`src/rtl/isa_bus_initiator.sv`:
```
// ISA-style bus cycle initiator: sequences address setup, a stretchable strobe and
// hold for one I/O or memory request at a time, then returns read data or a timeout.
module isa_bus_initiator #(
    parameter int         SETUP_CYCLES  = 1,
    parameter int         STROBE_CYCLES = 4,
    parameter int         HOLD_CYCLES   = 1,
    parameter int         WAIT_TIMEOUT  = 255,
    parameter logic [7:0] FLOAT_DATA    = 8'hFF
) (
    input  logic        clk,
    input  logic        nRESET,
    input  logic        req_valid,
    output logic        req_ready,
    input  logic        req_write,
    input  logic        req_io,
    input  logic [14:0] req_addr,
    input  logic [7:0]  req_wdata,
    output logic        rsp_valid,
    output logic [7:0]  rsp_rdata,
    output logic        rsp_timeout,
    output logic [14:0] bus_a,
    output logic        bus_ior_l,
    output logic        bus_iow_l,
    output logic        bus_memr_l,
    output logic        bus_memw_l,
    output logic        bus_aen,
    output logic [7:0]  bus_d,
    input  logic [7:0]  bus_out,
    input  logic        bus_dir,
    input  logic        bus_rdy
);

    typedef enum logic [2:0] {S_IDLE, S_SETUP, S_STROBE, S_WAIT, S_HOLD} state_t;

    localparam logic [7:0] SETUP_N   = 8'(SETUP_CYCLES);
    localparam logic [7:0] STROBE_N  = 8'(STROBE_CYCLES);
    localparam logic [7:0] HOLD_N    = 8'(HOLD_CYCLES);
    localparam logic [7:0] TIMEOUT_N = 8'(WAIT_TIMEOUT);
    localparam logic [3:0] STRB_OFF  = 4'b1111;

    state_t      state;
    logic [7:0]  cnt;
    logic [7:0]  wcnt;
    logic        cyc_write;
    logic        cyc_io;
    logic [7:0]  pend_rdata;
    logic        pend_tmo;
    logic [3:0]  strb_l;

    logic        end_ok;
    logic        end_tmo;
    logic        strobe_end;
    logic        finish;
    logic [7:0]  cap_rdata;
    logic [7:0]  fin_rdata;
    logic        fin_tmo;

    assign {bus_ior_l, bus_iow_l, bus_memr_l, bus_memw_l} = strb_l;

    function automatic logic [7:0] sat_inc(input logic [7:0] v);
        return (v == 8'hFF) ? v : v + 8'd1;
    endfunction

    // Strobe vector order is {ior_l, iow_l, memr_l, memw_l}; exactly one bit low.
    function automatic logic [3:0] strobe_sel(input logic io, input logic wr);
        case ({io, wr})
            2'b10:   return 4'b0111;
            2'b11:   return 4'b1011;
            2'b00:   return 4'b1101;
            default: return 4'b1110;
        endcase
    endfunction

    function automatic logic [7:0] read_value(input logic wr, input logic tmo,
                                              input logic dir, input logic [7:0] d);
        if (wr)
            return 8'h00;
        if (tmo || !dir)
            return FLOAT_DATA;
        return d;
    endfunction

    always_comb begin
        end_ok  = 1'b0;
        end_tmo = 1'b0;
        case (state)
            S_STROBE: begin
                if (cnt >= STROBE_N) begin
                    if (bus_rdy)
                        end_ok = 1'b1;
                    else if (TIMEOUT_N == 8'd0)
                        end_tmo = 1'b1;
                end
            end
            S_WAIT: begin
                // A ready slave wins over a timeout landing on the same clock.
                if (bus_rdy)
                    end_ok = 1'b1;
                else if (sat_inc(wcnt) >= TIMEOUT_N)
                    end_tmo = 1'b1;
            end
            default: ;
        endcase
        strobe_end = end_ok | end_tmo;
        cap_rdata  = read_value(cyc_write, end_tmo, bus_dir, bus_out);
        finish     = (strobe_end && (HOLD_N == 8'd0)) || ((state == S_HOLD) && (cnt >= HOLD_N));
        fin_rdata  = (state == S_HOLD) ? pend_rdata : cap_rdata;
        fin_tmo    = (state == S_HOLD) ? pend_tmo : end_tmo;
    end

    always_ff @(posedge clk or negedge nRESET) begin
        if (!nRESET) begin
            state       <= S_IDLE;
            cnt         <= 8'd0;
            wcnt        <= 8'd0;
            cyc_write   <= 1'b0;
            cyc_io      <= 1'b0;
            pend_rdata  <= 8'h00;
            pend_tmo    <= 1'b0;
            req_ready   <= 1'b1;
            rsp_valid   <= 1'b0;
            rsp_rdata   <= 8'h00;
            rsp_timeout <= 1'b0;
            bus_a       <= 15'd0;
            bus_d       <= 8'h00;
            bus_aen     <= 1'b1;
            strb_l      <= STRB_OFF;
        end else begin
            rsp_valid   <= 1'b0;
            rsp_rdata   <= 8'h00;
            rsp_timeout <= 1'b0;
            if (finish) begin
                // req_ready stays low through the response clock, rising one clock later.
                rsp_valid   <= 1'b1;
                rsp_rdata   <= fin_rdata;
                rsp_timeout <= fin_tmo;
                bus_a       <= 15'd0;
                bus_d       <= 8'h00;
                bus_aen     <= 1'b1;
                strb_l      <= STRB_OFF;
                state       <= S_IDLE;
            end else if (strobe_end) begin
                strb_l     <= STRB_OFF;
                pend_rdata <= cap_rdata;
                pend_tmo   <= end_tmo;
                cnt        <= 8'd1;
                state      <= S_HOLD;
            end else begin
                case (state)
                    S_IDLE: begin
                        if (!req_ready) begin
                            req_ready <= 1'b1;
                        end else if (req_valid) begin
                            req_ready <= 1'b0;
                            cyc_write <= req_write;
                            cyc_io    <= req_io;
                            bus_a     <= req_addr;
                            bus_d     <= req_write ? req_wdata : 8'h00;
                            bus_aen   <= 1'b0;
                            cnt       <= 8'd1;
                            state     <= S_SETUP;
                        end
                    end
                    S_SETUP: begin
                        if (cnt >= SETUP_N) begin
                            strb_l <= strobe_sel(cyc_io, cyc_write);
                            cnt    <= 8'd1;
                            state  <= S_STROBE;
                        end else begin
                            cnt <= sat_inc(cnt);
                        end
                    end
                    S_STROBE: begin
                        if (cnt >= STROBE_N) begin
                            wcnt  <= 8'd0;
                            state <= S_WAIT;
                        end else begin
                            cnt <= sat_inc(cnt);
                        end
                    end
                    S_WAIT:  wcnt <= sat_inc(wcnt);
                    S_HOLD:  cnt  <= sat_inc(cnt);
                    default: state <= S_IDLE;
                endcase
            end
        end
    end

endmodule

```
`config.mk`:
```
export PLATFORM = sky130hd
export DESIGN_NAME = isa_bus_initiator
export DESIGN_NICKNAME = d
export VERILOG_FILES = /design/src/rtl/isa_bus_initiator.sv
export SDC_FILE = /design/constraint.sdc
export NUM_CORES = 1
export LEC_CHECK = 0
export BUFFER_PORTS_ARGS = -buffer_cell sky130_fd_sc_hd__buf_4
export CAP_MARGIN = 15
export CORE_UTILIZATION = 49
export CTS_CLUSTER_DIAMETER = 100
export DETAILED_ROUTE_END_ITERATION = 8
export GPL_ROUTABILITY_DRIVEN = 0
export PLACE_DENSITY = 0.82
export REMOVE_ABC_BUFFERS = 1
export SKIP_LAST_GASP = 1
export SLEW_MARGIN = 20
export SYNTH_ARGS = -nofsm -noshare
export SYNTH_HDL_FRONTEND = slang
export SYNTH_SLANG_ARGS = --single-unit
```
`constraint.sdc`:
```
create_clock -name clk -period 1.92 [get_ports clk]
set_input_delay 0 -clock clk [delete_from_list [all_inputs] [get_ports clk]]
set_output_delay 0 -clock clk [all_outputs]
set_load 0.1 [all_outputs]
```
---- Word level (Yosys, flattened, before mapping) ----
Cells that the tools add are included.
cells by class
  $lt $le $gt $ge ......................... 3
  eq/ne operators ......................... 18
  reductions and logical operators ........ 21
  add/sub/neg operators ................... 2
  bitwise gates (word level) .............. 3
  mux-type cells .......................... 58
operator list
  operator                                                            count
  2-to-1 mux 8 bit                                                    20
  2-to-1 mux 15 bit                                                   5
  one-hot mux 8 bit (4 select lines)                                  1
  2-to-1 mux 1 bit                                                    18
  2-to-1 mux 3 bit                                                    6
  adder 8 x 1 -> 8 bit (second input constant)                        2
  == test 8 bit (second input constant)                               2
  2-to-1 mux 4 bit                                                    4
  != test 4 bit (second input constant)                               4
  one-hot mux 8 bit (2 select lines)                                  1
  AND reduction 5 bit                                                 3
  one-hot mux 3 bit (4 select lines)                                  1
  one-hot mux 4 bit (3 select lines)                                  1
  != test 3 bit (second input constant)                               3
  greater-or-equal comparator 8 x 1 -> 1 bit (second input constant)  1
  greater-or-equal comparator 8 x 3 -> 1 bit (second input constant)  1
  greater-or-equal comparator 8 bit (second input constant)           1
  AND reduction 4 bit                                                 2
  nonzero test 2 bit                                                  4
  == test 3 x 2 -> 1 bit (second input constant)                      2
  nonzero test 3 bit                                                  2
  nonzero test 5 bit                                                  1
  == test 2 bit (second input constant)                               2
  AND reduction 2 bit                                                 2
  15 further kinds                                                    16
word-level totals
  output and inout bits ................... 39
  register bits ........................... 69
  word-level logic and storage cells ...... 120
  input bits .............................. 38

---- Depth between registers and ports, before layout ----
Gate-level depths: netlist (run 1).
  depth after elaboration ................. 13
  depth in mapped cells ................... 8
  gate-level depth less buffers ........... 8

---- Least setup slack after synthesis (run 1) ----
Ideal clock, no wire load.
  path type ............................... register -> register
  from .................................... reg wcnt[0]
  to ...................................... reg pend_rdata[0]
  clock period less this slack ............ 2007 ps
  path slack .............................. -87 ps
  stages on the path, launching flop included .. 8
  required time ........................... 1796 ps
  library setup time ...................... 124 ps
  path buffers ............................ 1
  arrival ................................. 1883 ps
  cells stage by stage .................... dfrtp_1 ha_1 buf_2 xnor2_1 nor4b_2 o211a_4 a21boi_4 a211o_1
between the ends
  longest elaborated chain between the ends .. 11
  elaborated cells between the ends (all ways) .. 15
  those cells by class .................... add/sub: 1; order compare: 1; eq/ne: 1; mux: 9; bitwise: 1; reduce/logical: 2
RTL lines
  what                                                   RTL line  RTL
  from (decl)                                            43        logic [7:0] wcnt;
  from (signal assigned)                                 181       S_WAIT: wcnt <= sat_inc(wcnt);
  adder 8 x 1 -> 8 bit or == test 8 bit (tied branches)  61        return (v == 8'hFF) ? v : v + 8'd1;
  2-to-1 mux 8 bit (*)                                   -
  greater-or-equal comparator 8 bit (*)                  99        else if (sat_inc(wcnt) >= TIMEOUT_N)
  2-to-1 mux 1 bit (*)                                   99
  2-to-1 mux 1 bit (*)                                   97        if (bus_rdy)
  2-to-1 mux 1 bit (*)                                   86        case (state)
  logical OR 1 bit                                       78        if (tmo || !dir)
  2-to-1 mux 1 bit (2 in a row)                          78
  2-to-1 mux 8 bit                                       80        return d;
  2-to-1 mux 8 bit                                       78
  to (signal assigned)                                   144       pend_rdata <= cap_rdata;
  to (decl)                                              46        logic [7:0] pend_rdata;
Every way passes the cells marked *; elsewhere a longest branch is shown, timed or not. The select of a mux whose other input is x is not followed.
A chain may end at the register's enable or synchronous reset.

---- Worst setup path after layout (run 1) ----
  from .................................... reg wcnt[0]
  to ...................................... reg wcnt[2]
between the ends
  longest elaborated chain between the ends .. 9
  elaborated cells between the ends (all ways) .. 11
  those cells by class .................... add/sub: 1; order compare: 1; eq/ne: 1; mux: 5; bitwise: 2; reduce/logical: 1
RTL lines
  what                                                   RTL line  RTL
  adder 8 x 1 -> 8 bit or == test 8 bit (tied branches)  61
  2-to-1 mux 8 bit (*)                                   61
  greater-or-equal comparator 8 bit                      99
  2-to-1 mux 1 bit                                       99
  2-to-1 mux 1 bit                                       97
  2-to-1 mux 1 bit                                       86
  bitwise OR 1 bit                                       104       strobe_end = end_ok | end_tmo;
  NOT 1 bit (no source line)                             -
  AND reduction 4 bit (no source line)                   -
Every way passes the cells marked *; elsewhere a longest branch is shown, timed or not.

==> reports/summary.txt, run 1 <==
Worst Clk Skew -> 0.01075 ns
I/O Buffers -> 76
Power Dens Cells -> 1685 nW/um^2
Yosys top cell area share -> 47.14%
die area -> 7160 um^2
final total power -> 8.181 mW
CTS Sinks -> 69
Synth Area in Adders -> 1.871%
largest area contributor in the synthesized netlist -> dfrtp_1
final setup fails -> 31
count leader, synth -> dfrtp_1
startpoint types -> flop
critical path class -> flop to flop
CP Cell Sequence -> ha_4 > and2_4 > a2111oi_4 > o211a_4 > buf_6 > a21oi_2 > o22a_1
Post-Route WL -> 10100 um
CP delay by family, top -> compound AO/OA/AOI/OAI gates
reg2reg end -> wcnt[2]
Worst Max-Slew Pin Slew -> 0.8596 ns
Finished Cell Area -> 4856 um^2
total gr overflow -> 0
Mapped Cells -> 322
Worst Path Max Fanout -> 7
Worst-path clk slew -> 0.08 ns
Clock power frac -> 15.0%
Async S/R FF share, synth -> 100.0%
H-tree depth -> 3
FP Rows -> 29
Post-Synth Simple-Gate Area -> 26.19%
Global Route Usage Sum -> 29.83%
first-pass GRT wire length -> 16300 um
unrepaired setup endpoints after global routing -> true
clock buffer count from CTS -> 9
Req. time, crit path -> 2.16 ns
mux share of post-synthesis cell area -> 0%
Slew Limit Fails -> 0
initial antenna violation count -> 0
Longest Clk Path Bufs -> 2
CP bufs+invs -> 1
drt first pass iters -> 6
Final #Nets -> 509
number of max-cap violations -> 0
NetSw -> 4.255 mW
root buffer cell -> clkbuf_8
Setup crit start -> wcnt[0]
vias in the first global route -> 3321
Worst path slowest cell -> a2111oi_4
filler cell count -> 396
run status -> finished with violations
violated checks -> setup timing
switch share -> 52.01%
register area share after synthesis -> 51.85%
sequential share of power -> 28.8%
Worst Slack Setup Final -> -0.1444 ns
CP endpoint -> wcnt[2]
CTS tree -> done
hpwl dp -> 5778 um
Period minus WS final -> 2.064 ns
Worst R2R Setup Slack -> -0.14 ns
Syn. warnings -> 0
Post-DRT Antenna Nets -> 0
drt wl/cell -> 18.43 um
synthesized area per cell -> 10.39 um^2
Logic pwr share -> 56.2%
Fmax -> 484.4 MHz
FF-to-FF path depth -> 7
Leak -> 2.466 nW
Int Pwr -> 3.926 mW
most common flop cell mapped by yosys -> dfrtp_1
crit-path max cell delay -> 0.44 ns
HP Class -> primary input to flop
Initial Util -> 51.78%
Ports -> 77
Layout area overhead -> 45.19%
Cell Area, Synth -> 3344 um^2
Final Cycle Share -> 107.5%
final hold viol count -> 0
die height -> 84.62 um
share of layout cells above drive strength 1 -> 38.43%
Compound-Gate Fraction of Synth Area -> 16.72%
Seq cells post-synth -> 69
Crit. End Element -> flop
Starting DRT DRC Count -> 207
Cell Area, Placed -> 4227 um^2
Post-synth top cells -> 63 x dfrtp_1, 48 x nand2_1, 25 x nand3_1, 19 x nor2_1, 11 x and2_1
xor/xnor cell area share of the yosys netlist -> 0.2619%
via count -> 3229
Distinct cells, synth -> 64
CP arrival -> 2.30 ns
Slew HR -> 42.69%
Die W -> 84.62 um
CP Depth -> 7
r2r startpoint -> wcnt[0]
core area -> 6459 um^2
worst vdd ir -> 0.001791 V
EDFF count, synth -> 0
maximum number of pins on one net before global-route repair -> 70
vias per cell -> 5.892
Clk Latency, worst-skew pair -> 0.35 ns
main combinational cell family by area after synthesis -> simple AND/OR/NAND/NOR gates
synth top area cells -> dfrtp_1 47%, nand2_1 5.4%, dfstp_2 4.7%
diode count -> 0
drc violations -> 0
==> routing by layer <==
metal | up-vias | global-route usage, % | routed length [um]
met4 | 0 | 16.80 | 425
met5 | - | 0 | 0
li1 | 1450 | - | -
met1 | 1571 | 33.91 | 3703
met2 | 163 | 50.63 | 5178
met3 | 45 | 8.456 | 791
==> how the worst min path moves through the flow <==
stage,start,cells past startpoint,endpoint
2_1_floorplan,nRESET,0,bus_a[0]
3_3_place_gp,nRESET,1,bus_d[4]
3_5_place_dp,nRESET,1,bus_d[0]
4_1_cts,bus_out[3],4,pend_rdata[3]
5_1_grt,bus_out[1],4,pend_rdata[1]
6_report,bus_out[3],4,pend_rdata[3]
==> kinds of logic (layout without fill, tap and decap cells) <==
family,Yosys count,in the layout
AOI/OAI and AO/OA,67,68
xor gates and xnor gates,1,1
adders and majority gates,5,5
buffers and inverters,23,171
DFF,69,69
and+or+nand+nor,157,157
==> stage by stage <==
| step | setup slack [ns] | hold slack (ns) | util, % | instances | setup TNS [ns] |
|---|---|---|---|---|---|
| global route | -0.1803 | 0.08399 | 75.18 | 548 | -3.757 |
| detailed placement | -0.2112 | 0.1623 | 65.44 | 498 | -4.538 |
| CTS | -0.08442 | 0.04815 | 74.23 | 545 | -0.9734 |
| floorplan | -0.4455 | -0.2956 | - | 306 | -8.439 |
| finish | -0.1444 | 0.05993 | 75.18 | 548 | -2.089 |
| global placement | -0.1323 | 0.1532 | 65.44 | 498 | -2.248 |
==> worst reg2reg max path, delay by kind of cell (launching register included) <==
family,cells,cell delay [ns]
fa+ha+maj,1,0.21
flops,1,0.43
simple gates,1,0.17
buf+inv,1,0.14
compound gates,4,1.00
==> flip-flops by register name (all words and copies together) (netlist names) <==
register / cells
bus_a: 15
bus_aen: 1
bus_d: 8
cnt: 8
cyc_io: 1
cyc_write: 1
pend_rdata: 8
pend_tmo: 1
req_ready: 1
rsp_rdata: 8
rsp_timeout: 1
rsp_valid: 1
state: 3
strb_l: 4
wcnt: 8
==> power groups by stage <==
stage               logic, mW  clock network [mW]  registers, mW
CTS                      4.45                1.22           2.32
detailed placement       4.34                   0           2.31
global route             4.83                1.31           2.41
global placement         4.25                   0           2.30
finish                   4.60                1.22           2.36
floorplan                1.15                   0           4.30
==> area by class of cell <==
cell class / count / area [um^2] / share of cell area, %
clock buffer: 11 / 141.4 / 2.912
multi-input combinational: 231 / 1617 / 33.29
tap: 77 / 96.34 / 1.984
timing repair buffer: 148 / 1181 / 24.32
inverter: 7 / 26.28 / 0.5411
sequential: 69 / 1735 / 35.74
clock inverter: 5 / 58.81 / 1.211
==> layout by cell type, fill, tap and decap left out, types with 9 or more instances in the layout <==
cell type and n:
nor3_1 10, nor2b_1 9, nand2_1 47, nand3_1 24, dfrtp_1 62, and2_1 10
clkbuf_8 10, buf_4 121, nor2_1 19, dlygate4sd3_1 25
==> what timing repair did <==
| item | in CTS | in global routing |
|---|---|---|
| hold buffers | 25 | 0 |
| buffers inserted | 5 | 3 |
| setup endpoints to repair | 44 | 64 |
| resized for setup | 15 | 11 |
| cloned | 1 | 0 |
| pin swaps | 20 | 16 |
| endpoints found under the hold margin | 87 | 0 |
Note: power is estimated with default switching activity, not from simulation.
==> inputs of run 2 (changes only) <==
CORE_UTILIZATION = 50   (was 49)
CTS_BUF_LIST = sky130_fd_sc_hd__clkbuf_2 sky130_fd_sc_hd__clkbuf_4 sky130_fd_sc_hd__clkbuf_8   (was unset)
PLACE_DENSITY = 0.84   (was 0.82)
RECOVER_POWER = 50   (was unset)
==> run 2 against run 1 <==
The flow still finishes with violations (setup timing). Worst setup slack improved by 0.017 ns. Maximum frequency increased by 0.85%. Flip-flop and latch count unchanged. Global-route usage down 2.8 points. Critical path type unchanged.
==> reports/summary.txt, run 2 (synthesis gave the netlist of run 1 again) <==
run status -> finished with violations
violated checks -> setup timing
Leak -> 2.409 nW (-2.3%)
FP Rows -> 29 (unchanged)
CTS Sinks -> 69 (unchanged)
Slew Limit Fails -> 0 (unchanged)
Req. time, crit path -> 2.16 ns (about the same)
filler cell count -> 397 (+0.25%)
unrepaired setup endpoints after global routing -> true
number of max-cap violations -> 0 (unchanged)
Worst-path clk slew -> 0.08 ns (about the same)
via count -> 3119 (-3.4%)
most common cell after layout, fill and taps aside -> buf_4
pre-CTS setup slack -> -0.2419 ns (-0.03069 ns)
die height -> 83.79 um (-0.98%)
vias per cell -> 5.733 (-2.7%)
Clk Latency, worst-skew pair -> 0.36 ns (about the same)
core area -> 6386 um^2 (-1.1%)
drt first pass iters -> 5 (-1)
Crit. End Element -> flop
Initial Util -> 52.37% (+0.59 points)
Top reg by flops -> bus_a
first-pass GRT wire length -> 14860 um (-8.8%)
total gr overflow -> 0 (unchanged)
Longest Clk Path Bufs -> 2 (unchanged)
Worst Clk Skew -> 0.01346 ns (+0.002713 ns)
Starting DRT DRC Count -> 181 (-13%)
Layout area overhead -> 44.74%
root buffer cell -> clkbuf_8
Power Dens Cells -> 1708 nW/um^2 (+1.4%)
CTS tree -> done
drc violations -> 0 (unchanged)
Ports -> 77 (unchanged)
worst vdd ir -> 0.001613 V (-10%)
CP arrival -> 2.28 ns (-0.02 ns)
Fmax -> 488.5 MHz (+0.85%)
I/O Buffers -> 76 (unchanged)
Period minus WS final -> 2.047 ns (-0.01731 ns)
Post-DRT Antenna Nets -> 0 (unchanged)
Worst Max-Slew Pin Slew -> 1.178 ns (+0.3181 ns)
final hold viol count -> 0 (unchanged)
share of layout cells above drive strength 1 -> 34.90% (-3.5 points)
startpoint types -> flop
drt wl/cell -> 17.10 um (-7.2%)
hpwl dp -> 5419 um (-6.2%)
Worst Path Max Fanout -> 6 (-1)
diode count -> 0 (unchanged)
Multi-input gate area -> 1645 um^2 (+1.8%)
Final #Nets -> 505 (-0.79%)
Slew HR -> 21.82% (-21 points)
critical path class -> flop to flop
max reg flops -> 15 (unchanged)
H-tree depth -> 3 (unchanged)
Post-Route WL -> 9303 um (-7.9%)
Global Route Usage Sum -> 27.02% (-2.8 points)
Die W -> 83.79 um (-0.98%)
Worst Slack Setup Final -> -0.1271 ns (+0.01731 ns)
clock buffer count from CTS -> 9 (unchanged)
vias in the first global route -> 3147 (-5.2%)
FF/Latch Area -> 1735 um^2 (unchanged)
final setup fails -> 29 (-6.5%)
Final Hold Slack -> 0.03836 ns (-0.02157 ns)
die area -> 7020 um^2 (-2.0%)
HP Class -> primary input to flop
maximum number of pins on one net before global-route repair -> 70 (unchanged)
Final Cycle Share -> 106.6% (-0.90 points)
most frequent cells in the layout -> 100 x buf_4, 62 x dfrtp_1, 48 x nand2_1, 25 x dlygate4sd3_1, 24 x nand3_1
initial antenna violation count -> 0 (unchanged)
run 2: cell types whose count changed in the layout (fill, tap and decap cells not counted), sizes merged:
| cell | before | now |
|---|---|---|
| clkinvlp | 2 | 0 |
| clkbuf | 11 | 24 |
| bufinv | 1 | 2 |
| buf | 123 | 105 |
| clkinv | 1 | 3 |
run 2: power by group:
group          switching, mW  internal [mW]  total [mW]
registers              0.377           1.95        2.33
clock network          0.612          0.758        1.37
logic                   3.24           1.33        4.57
run 2: final timing paths:
kind | from | to | slack, ns | cells after the start
worst min register to register | bus_aen | bus_aen | 0.47 | 2
min in group asynchronous | nRESET | wcnt[3] | 0.29 | 2
worst max register to register | wcnt[0] | pend_rdata[2] | -0.13 | 7
worst min-delay path | bus_out[6] | pend_rdata[6] | 0.04 | 4
worst max-delay path | wcnt[0] | pend_rdata[2] | -0.13 | 7
max in group asynchronous | nRESET | wcnt[2] | 1.04 | 2
run 2: critical path: stages (launching register included):
cell       delay, ns
dfrtp_1         0.42
ha_4            0.20
and2_4          0.17
a2111oi_4       0.33
buf_4           0.18
o211a_4         0.22
a21boi_4        0.10
a211o_1         0.30
run 2: layer usage:
metal | GRT usage (%) | part of all wire, % | up-vias
met4 | 13.56 | 3.0 | 0
met1 | 32.98 | 40 | 1509
met5 | 0 | 0 | -
met2 | 45.45 | 51 | 142
met3 | 5.539 | 5.4 | 32
li1 | - | - | 1436
run 2: through the flow:
stage / area, um^2 / util [%] / total power, mW / instances / TNS [ns]
final: 4841 / 75.80 / 8.269 / 544 / -1.951
after global placement: 4189 / 65.60 / 6.564 / 493 / -2.374
after detailed placement: 4189 / 65.60 / 6.646 / 493 / -5.399
after floorplan: 3267 / - / 5.448 / 306 / -8.439
after global routing: 4841 / 75.80 / 8.624 / 544 / -4.320
after CTS: 4768 / 74.67 / 8.116 / 539 / -0.3436
run 2: what timing repair did:
| item | CTS | global route |
|---|---|---|
| pin swaps | 6 | 12 |
| gates resized for setup | 11 | 18 |
| buffers inserted | 5 | 5 |
| hold buffers | 25 | 0 |
| endpoints found under the setup margin | 33 | 57 |
| hold endpoints to repair | 87 | 0 |
| gates cloned | 1 | 0 |
run 2: cell type report:
class | count | share of cell area [%]
clock buffer | 10 | 2.714
multi-input combinational | 231 | 33.99
clock inverter | 6 | 1.964
inverter | 7 | 0.5428
tap | 77 | 1.990
timing repair buffer | 144 | 22.95
sequential | 69 | 35.85
==> inputs of run 3 (changes only) <==
CORE_ASPECT_RATIO = 0.75   (was unset)
==> run 3 against run 2 <==
Highest routed layer unchanged. First-iteration DRC count rose by 110%. Register-to-register slack improved by 0.04 ns. Non-clock buffer count fell by 7. Cell count fell by 0.55%. Combinational power barely moved. Sequential power barely moved. Power barely moved. Via count fell by 1.6%. Critical path depth fell by 1. The flow still finishes with violations (setup timing). Clock-buffer cell count rose by 1.
==> reports/summary.txt, run 3 (synthesis gave the netlist of run 1 again) <==
Hold Path Depth -> 4 (unchanged)
clock buffer count from CTS -> 9 (unchanged)
final std cells w/o fill -> 541 (-0.55%)
Post-Route WL -> 9410 um (+1.2%)
violated checks -> setup timing
Clk Latency, worst-skew pair -> 0.36 ns (about the same)
die height -> 72.83 um (-13%)
run status -> finished with violations
final hold viol count -> 0 (unchanged)
vias per cell -> 5.671 (-1.1%)
Die W -> 96.44 um (+15%)
Global Route Usage Sum -> 28.48% (+1.5 points)
setup TNS -> -0.9155 ns (+1.036 ns)
Final Cycle Share -> 104.4% (-2.2 points)
drt first pass iters -> 5 (unchanged)
Leak -> 2.367 nW (-1.8%)
Final Hold Slack -> 0.03199 ns (-0.006370 ns)
CP arrival -> 2.25 ns (-0.03 ns)
Worst Clk Skew -> 0.007024 ns (-0.006437 ns)
core area -> 6381 um^2 (about the same)
Multi-input gate area -> 1595 um^2 (-3.0%)
Crit. End Element -> flop
most frequent cells in the layout -> 100 x buf_4, 62 x dfrtp_1, 48 x nand2_1, 25 x dlygate4sd3_1, 24 x nand3_1
GR Layer Usage met2 -> 46.17% (+0.71 points)
Slew HR -> 19.36% (-2.5 points)
H-tree depth -> 3 (unchanged)
Slew Limit Fails -> 0 (unchanged)
grt peak-use layer -> met2
via count -> 3068 (-1.6%)
critical path class -> flop to flop
most common cell after layout, fill and taps aside -> buf_4
startpoint types -> flop
Ports -> 77 (unchanged)
filler cell count -> 401 (+1.0%)
Worst-path clk slew -> 0.08 ns (about the same)
GR Layer Usage met3 -> 8.646% (+3.1 points)
Longest Clk Path Bufs -> 2 (unchanged)
post-layout util -> 74.51% (-1.3 points)
share of layout cells above drive strength 1 -> 34.13% (-0.77 points)
FF-to-FF path depth -> 6 (-1)
Starting DRT DRC Count -> 386 (+110%)
I/O Buffers -> 76 (unchanged)
Layout area overhead -> 42.16%
CTS tree -> done
die area -> 7024 um^2 (about the same)
final setup fails -> 19 (-34%)
FP Rows -> 25 (-14%)
maximum number of pins on one net before global-route repair -> 70 (unchanged)
worst vdd ir -> 0.0009865 V (-39%)
CTS Sinks -> 69 (unchanged)
hpwl dp -> 5951 um (+9.8%)
Finished Cell Area -> 4755 um^2 (-1.8%)
final total power -> 8.265 mW (about the same)
Req. time, crit path -> 2.16 ns (about the same)
number of max-cap violations -> 0 (unchanged)
total gr overflow -> 0 (unchanged)
drc violations -> 0 (unchanged)
Worst Slack Setup Final -> -0.08475 ns (+0.04230 ns)
first-pass GRT wire length -> 14680 um (-1.3%)
initial antenna violation count -> 0 (unchanged)
drt wl/cell -> 17.39 um (+1.7%)
FF/Latch Area -> 1735 um^2 (unchanged)
Period minus WS final -> 2.005 ns (-0.04230 ns)
HP Class -> primary input to flop
diode count -> 0 (unchanged)
root buffer cell -> clkbuf_8
Final #Nets -> 498 (-1.4%)
unrepaired setup endpoints after global routing -> true
M1 GR Usage -> 36.68% (+3.7 points)
Worst Path Max Fanout -> 8 (+2)
Power Dens Cells -> 1738 nW/um^2 (+1.8%)
Worst Max-Slew Pin Slew -> 1.215 ns (+0.03710 ns)
Top reg by flops -> bus_a
Initial Util -> 52.41% (about the same)
Fmax -> 498.8 MHz (+2.1%)
max reg flops -> 15 (unchanged)
Post-DRT Antenna Nets -> 0 (unchanged)
Inst Count DP -> 496 (+0.61%)
Cell Area, Placed -> 4187 um^2 (about the same)
pre-CTS setup slack -> -0.2371 ns (+0.004775 ns)
vias in the first global route -> 3024 (-3.9%)
run 3: path summary, 6_finish.rpt:
check	from	endpoint	slack, ns
worst max-delay path	wcnt[3]	pend_rdata[0]	-0.08
worst min-delay path	bus_out[5]	pend_rdata[5]	0.03
worst max register to register	wcnt[3]	pend_rdata[0]	-0.08
max in group asynchronous	nRESET	wcnt[2]	1.05
min in group asynchronous	nRESET	bus_a[14]	0.27
worst min register to register	bus_aen	bus_aen	0.46
run 3: timing repair:
| action | CTS | global route |
|---|---|---|
| endpoints found under the setup margin | 33 | 64 |
| hold buffers | 25 | 0 |
| endpoints found under the hold margin | 87 | 0 |
| buffers inserted | 3 | 0 |
| resized for setup | 9 | 10 |
| gates cloned | 1 | 0 |
| pin swaps | 6 | 7 |
run 3: final cells by class:
cell class                 count  area share (%)
sequential                    69           36.50
multi-input combinational    231           33.55
timing repair buffer         137           22.47
clock buffer                  11           3.053
tap                           81           2.132
clock inverter                 5           1.737
inverter                       7          0.5526
run 3: critical path: stages (launching register included):
cell and delay, ns:
dfrtp_1 0.47, nand4_2 0.21, nor4b_2 0.37, buf_4 0.19, o211a_4 0.20, a21boi_4 0.10, a211o_1 0.33
run 3: where the power goes:
part / leakage [nW] / internal, mW / total [mW] / switching [mW]
Clock: 0.117 / 0.786 / 1.37 / 0.582
Sequential: 0.889 / 1.95 / 2.31 / 0.357
Combinational: 1.36 / 1.33 / 4.59 / 3.26
run 3: layer usage:
| metal | vias up | part of all wire, % |
|---|---|---|
| met1 | 1453 | 41 |
| li1 | 1427 | - |
| met3 | 24 | 7.5 |
| met4 | 0 | 1.5 |
| met5 | - | 0 |
| met2 | 164 | 50 |
